### config.mk
export PLATFORM = sky130hd
export DESIGN_NAME = alu_arbiter
export DESIGN_NICKNAME = d
export VERILOG_FILES = /design/src/rtl/alu_pkg.sv /design/src/rtl/alu.sv /design/src/rtl/alu_arbiter.sv
export SDC_FILE = /design/constraint.sdc
export NUM_CORES = 1
export LEC_CHECK = 0
export ABC_CLOCK_PERIOD_IN_PS = 5700
export CAP_MARGIN = 10
export CORE_MARGIN = 2
export CORE_UTILIZATION = 30
export DETAILED_ROUTE_END_ITERATION = 6
export HOLD_SLACK_MARGIN = 0.03
export PLACE_DENSITY = 0.6
export SYNTH_ARGS = -nofsm -noshare
export SYNTH_HDL_FRONTEND = slang
export SYNTH_HIERARCHICAL = 1
export SYNTH_SLANG_ARGS = --single-unit
export TNS_END_PERCENT = 5
### constraint.sdc
create_clock -name clk -period 5.7 [get_ports clk]
set_input_delay 1.14 -clock clk [delete_from_list [all_inputs] [get_ports clk]]
set_output_delay 1.14 -clock clk [all_outputs]
set_load 0.02 [all_outputs]
### src/rtl/alu_pkg.sv
// Shared definitions for the ALU arbiter: opcodes, flag bit positions and sequencer states.
package alu_pkg;

  localparam int unsigned NREQ    = 2;
  localparam logic        RR_INIT = 1'b1;

  localparam logic [2:0] ALU_ADD = 3'b000;
  localparam logic [2:0] ALU_SUB = 3'b001;
  localparam logic [2:0] ALU_AND = 3'b010;
  localparam logic [2:0] ALU_ORR = 3'b011;
  localparam logic [2:0] ALU_EOR = 3'b100;

  localparam int unsigned FLAG_N = 3;
  localparam int unsigned FLAG_Z = 2;
  localparam int unsigned FLAG_C = 1;
  localparam int unsigned FLAG_V = 0;

  typedef enum logic [1:0] {
    IDLE = 2'b00,
    EXEC = 2'b01,
    DONE = 2'b10
  } state_e;

endpackage

### src/rtl/alu.sv
// Single-cycle 32-bit ALU producing a result and NZCV flags.
// Logic ops report C=V=0; illegal codes give result 0, Z=1 and err.
module alu
  import alu_pkg::*;
(
  input  logic [2:0]  ctrl,
  input  logic [31:0] a,
  input  logic [31:0] b,
  output logic [31:0] result,
  output logic [3:0]  flags,
  output logic        err
);

  logic [32:0] sum;
  logic [32:0] diff;

  assign sum  = {1'b0, a} + {1'b0, b};
  // a + ~b + 1: carry out is set when there is no borrow.
  assign diff = {1'b0, a} + {1'b0, ~b} + 33'd1;

  // Decode the operation, then derive N and Z from whatever result was selected.
  always_comb begin
    result = '0;
    flags  = '0;
    err    = 1'b0;
    case (ctrl)
      ALU_ADD: begin
        result        = sum[31:0];
        flags[FLAG_C] = sum[32];
        flags[FLAG_V] = (a[31] == b[31]) && (sum[31] != a[31]);
      end
      ALU_SUB: begin
        result        = diff[31:0];
        flags[FLAG_C] = diff[32];
        flags[FLAG_V] = (a[31] != b[31]) && (diff[31] != a[31]);
      end
      ALU_AND: result = a & b;
      ALU_ORR: result = a | b;
      ALU_EOR: result = a ^ b;
      default: err = 1'b1;
    endcase
    flags[FLAG_N] = result[31];
    flags[FLAG_Z] = (result == 32'd0);
  end

endmodule

### src/rtl/alu_arbiter.sv
// Shares one ALU between two requesters: round-robin grant, IDLE/EXEC/DONE sequencing,
// registered response and the architectural NZCV flags register.
module alu_arbiter
  import alu_pkg::*;
(
  input  logic        clk,
  input  logic        reset_n,
  input  logic        req0_valid,
  output logic        req0_ready,
  input  logic [2:0]  req0_ctrl,
  input  logic [31:0] req0_a,
  input  logic [31:0] req0_b,
  input  logic        req0_s,
  input  logic        req1_valid,
  output logic        req1_ready,
  input  logic [2:0]  req1_ctrl,
  input  logic [31:0] req1_a,
  input  logic [31:0] req1_b,
  input  logic        req1_s,
  output logic        rsp_valid,
  input  logic        rsp_ready,
  output logic        rsp_id,
  output logic [31:0] rsp_result,
  output logic [3:0]  rsp_flags,
  output logic        rsp_err,
  output logic [3:0]  flags_q
);

  state_e      state_q, state_d;
  logic        last_grant_q;
  logic [NREQ-1:0] grant;
  logic        accept;

  logic [2:0]  op_ctrl_q;
  logic [31:0] op_a_q;
  logic [31:0] op_b_q;
  logic        op_s_q;
  logic        op_id_q;

  logic [31:0] alu_result;
  logic [3:0]  alu_flags;
  logic        alu_err;

  // Round-robin grant: a lone requester wins; on a tie the one not granted last wins.
  always_comb begin
    grant = '0;
    if (req0_valid && (!req1_valid || last_grant_q)) grant[0] = 1'b1;
    if (req1_valid && (!req0_valid || !last_grant_q)) grant[1] = 1'b1;
  end

  assign req0_ready = (state_q == IDLE) && grant[0];
  assign req1_ready = (state_q == IDLE) && grant[1];
  assign accept     = req0_ready || req1_ready;
  assign rsp_valid  = (state_q == DONE);

  // Next-state logic for the sequencer.
  always_comb begin
    state_d = state_q;
    case (state_q)
      IDLE:    if (accept) state_d = EXEC;
      EXEC:    state_d = DONE;
      DONE:    if (rsp_ready) state_d = IDLE;
      default: state_d = IDLE;
    endcase
  end

  // State register.
  always_ff @(posedge clk or negedge reset_n) begin
    if (!reset_n) state_q <= IDLE;
    else          state_q <= state_d;
  end

  // Latch the granted request and remember who won.
  always_ff @(posedge clk or negedge reset_n) begin
    if (!reset_n) begin
      last_grant_q <= RR_INIT;
      op_ctrl_q    <= '0;
      op_a_q       <= '0;
      op_b_q       <= '0;
      op_s_q       <= 1'b0;
      op_id_q      <= 1'b0;
    end else if (accept) begin
      last_grant_q <= req1_ready;
      op_id_q      <= req1_ready;
      op_ctrl_q    <= req1_ready ? req1_ctrl : req0_ctrl;
      op_a_q       <= req1_ready ? req1_a    : req0_a;
      op_b_q       <= req1_ready ? req1_b    : req0_b;
      op_s_q       <= req1_ready ? req1_s    : req0_s;
    end
  end

  alu u_alu (
    .ctrl   (op_ctrl_q),
    .a      (op_a_q),
    .b      (op_b_q),
    .result (alu_result),
    .flags  (alu_flags),
    .err    (alu_err)
  );

  // Capture the ALU outcome on EXEC -> DONE; logic ops leave C and V of flags_q alone.
  always_ff @(posedge clk or negedge reset_n) begin
    if (!reset_n) begin
      rsp_id     <= 1'b0;
      rsp_result <= '0;
      rsp_flags  <= '0;
      rsp_err    <= 1'b0;
      flags_q    <= '0;
    end else if (state_q == EXEC) begin
      rsp_id     <= op_id_q;
      rsp_result <= alu_result;
      rsp_flags  <= alu_flags;
      rsp_err    <= alu_err;
      if (op_s_q && !alu_err) begin
        flags_q[FLAG_N] <= alu_flags[FLAG_N];
        flags_q[FLAG_Z] <= alu_flags[FLAG_Z];
        if (op_ctrl_q == ALU_ADD || op_ctrl_q == ALU_SUB) begin
          flags_q[FLAG_C] <= alu_flags[FLAG_C];
          flags_q[FLAG_V] <= alu_flags[FLAG_V];
        end
      end
    end
  end

endmodule

==> results by group <==
Status
  • Status: complete, no violations

Finish
  • Layout net count: between 1,500 and 2,000
  • Fraction of layout cells with a size suffix above 1: under 10%
  • Diodes inserted: 0
  • Finished Layout Cells: between 2,000 and 2,500
  • Commonest non-fill, non-tap cell in the layout: clkdlybuf4s50_1
  • Most frequent cells in the layout: clkdlybuf4s50_1 (183), dfrtp_1 (113), o21ai_0 (103)
  • Final Util: between 30% and 40%
  • Area growth syn-to-layout: 25.07%

Yosys
  • Synthesized area per cell: 8.136 um2
  • Main synth FF type: dfrtp_1
  • Yosys top cell by area: dfrtp_1
  • Gate Count Post-Synth: between 1,000 and 1,500
  • Post-synthesis register bit count: 114
  • Async SR Flop Fraction: between 90% and 100%
  • Seq/Total Area, Yosys: around a quarter
  • YS warnings: 6
  • Post-synth EDFFs: 0
  • Synth top area share: between 20% and 30%
  • Ranking of synthesized cells by area: dfrtp_1 (25%), ha_1 (11%), o2111ai_1 (5.5%)
  • Synthesized area: roughly 11,000 um2
  • Syn_nets: about 1,600
  • Unique masters post-synth: between 80 and 90

Clock tree
  • Clock-pin slew on the worst setup and hold paths: about 60 ps
  • H-tree Lvls: 4
  • Root Buffer: clkbuf_16
  • Clk_lat worst skew: 460 ps
  • CTS Sinks: between 100 and 150
  • CTS resizes: 0
  • Inserted Clock Buffers: 17
  • Clk buf depth: 2
  • Post-CTS setup repair buffer count: 0
  • Cts hold-fix bufs: 0
  • CTS tree: done

Setup path
  • Worst EP required: 6090 ps
  • Setup CP Type: flop to flop
  • Worst Path Arrival: 5540 ps
  • Crit end category: flop
  • Worst-case reg-to-reg path depth: 14
  • Crit Reg-Reg Startpoint: op_a_q[0]
  • Reg-to-Reg End: rsp_flags[2]
  • Startpoint type of the worst setup path: flop
  • Reg-to-reg setup timing slack: roughly 550 ps
  • Crit path max fanout: 5

Timing
  • Part of the cycle the worst path needs: between 90% and 100%
  • Fmax: 0.1942 GHz
  • Clock skew: between 10 and 15 ps
  • Sum of negative setup slack: 0 ps
  • RSZ-0062 raised after global routing: no
  • Max transition margin: about a third
  • Final Max Slew Viols: 0
  • Setup ws final: approximately 550 ps
  • Post-layout min period: 5148 ps
  • Final hold vios: 0
  • Setup violators final: 0
  • Worst slew pin tran: between 1000 and 1500 ps

Hold path
  • HP Class: flop to flop
  • Min-Delay Endpoint: rsp_result[29]
  • Hold Crit Start: rsp_result[29]
  • Hold path depth: 1

GRT
  • Vias in the first global route: 11,310
  • Global-route usage over all layers: around 22%
  • Antenna violations before repair: 0
  • Largest net degree at the start of global routing: 70
  • Global-route wire length before repair: ~68,000 um
  • Gr ovfl total: 0

Flow run
  • # Max-Cap Violations: 0

Floorplanning
  • Die area: 39,270 um2
  • Initial Util: ~30%
  • Core Region: 37,400 um2
  • Cell row count: 71
  • Die X: 198.2 um
  • I/O Pins: about 190
  • Die H: 198.2 um

Place
  • GP Congestion: 0.9731
  • Dpl hpwl: about 33,000 um
  • I/O Buffers: about 190
  • Placed Cells: 2,013
  • Place WS: 561.6 ps

Routing
  • Routed wire per std cell: 21.47 um
  • Drt via density: between 5 and 6
  • DRC viols: 0
  • Drt pass-1 iters: 5
  • DRT antenna net count: 0
  • Final wirelength: ~44,000 um
  • Via Count: between 10,000 and 15,000
  • Iter 0 DRT Violations: 1,072

Power and ir drop
  • Maximum VDD drop: 0.2953 mV
  • Static leakage: 6.079 nW
  • PD cells: around 700 nW/um2
-- synth_stat cells, types with 14 or more instances --
cell	number
clkbuf_2	17
nor3_1	19
dfrtp_1	113
inv_1	99
a21o_1	18
a31oi_1	15
nor2_1	96
nand3b_1	70
xnor2_1	15
o21ai_1	18
nand2_1	75
a21oi_1	82
ha_1	102
mux2_2	34
o211ai_1	21
o31ai_1	17
o2111ai_1	71
o21ai_0	103
nand3_1	14
and3_1	73
clkbuf_1	70
-- power by group --
group	switching, mW	internal, mW	total [mW]	leakage, nW
Sequential	0.445	1.20	1.65	1.42
Combinational	4.64	2.77	7.41	4.41
Clock	0.439	0.599	1.04	0.251
-- layer usage --
layer | vias to the layer above | share of wire (%) | global-route usage (%)
li1 | 5410 | - | -
met4 | 0 | 2.2 | 7.296
met1 | 5573 | 48 | 32.84
met3 | 60 | 8.2 | 4.667
met5 | - | 0 | 0
met2 | 515 | 42 | 32.70
-- flip-flops by register name (all words and copies together) (netlist names) --
name          cells
op_a_q           32
op_b_q           32
rsp_result       32
flags_q           4
rsp_flags         4
op_ctrl_q         3
state_q           2
last_grant_q      1
op_id_q           1
op_s_q            1
rsp_err           1
rsp_id            1
-- kinds of logic (layout without fill, tap and decap cells) --
logic type                 after synthesis  count (layout)  share of synthesized area (%)
and+or+nand+nor                        429             429                          20.99
adders and majority gates              104             104                          11.64
DFF                                    114             114                          25.24
xor gates and xnor gates                16              16                          1.239
AOI/OAI and AO/OA                      458             458                          27.68
buffers and inverters                  216             360                          8.054
muxes                                   53              53                          5.167
-- worst max path at each step --
| stage | startpoint | end | slack (ps) | depth (start not counted) |
|---|---|---|---|---|
| 5_1_grt | op_b_q[0] | rsp_flags[2] | 360 | 14 |
| 3_5_place_dp | op_a_q[0] | rsp_flags[2] | 560 | 14 |
| 2_1_floorplan | op_b_q[0] | flags_q[2] | 1080 | 14 |
| 4_1_cts | op_b_q[0] | rsp_flags[2] | 530 | 14 |
| 6_report | op_a_q[0] | rsp_flags[2] | 550 | 14 |
| 3_3_place_gp | op_a_q[0] | rsp_flags[2] | 650 | 14 |
-- area by class of cell --
class / instances / area [um2]
Clock buffer: 17 / 425.4
Clock inverter: 15 / 135.1
Fill cell: 3854 / 23250
Inverter: 103 / 386.6
Multi-Input combinational cell: 1060 / 7560
Sequential cell: 114 / 2854
Tap cell: 511 / 639.4
Timing Repair Buffer: 225 / 2145
-- per-stage QoR --
| stage | total power, mW | instance area (um2) | hold slack, ps |
|---|---|---|---|
| CTS | 9.994 | 14140 | 489.3 |
| detailed placement | 8.914 | 13580 | 474.8 |
| finish | 10.09 | 14140 | 485.4 |
| global route | 10.87 | 14140 | 517.5 |
| floorplan | 6.495 | 11310 | 479.3 |
| global placement | 8.896 | 13580 | 466.0 |
-- critical path: stages, from the launching register on --
cell      delay, ps
dfrtp_1         400
ha_1            260
fa_1            430
a21o_1          220
a221oi_4        360
or3_1           160
a21oi_1          80
a211o_1         280
or4_1           520
or4_1           450
or4_1           510
or4_1           480
or4_1           500
nor4b_2         250
mux2_2          190
Note: power is estimated with default switching activity, not from simulation.
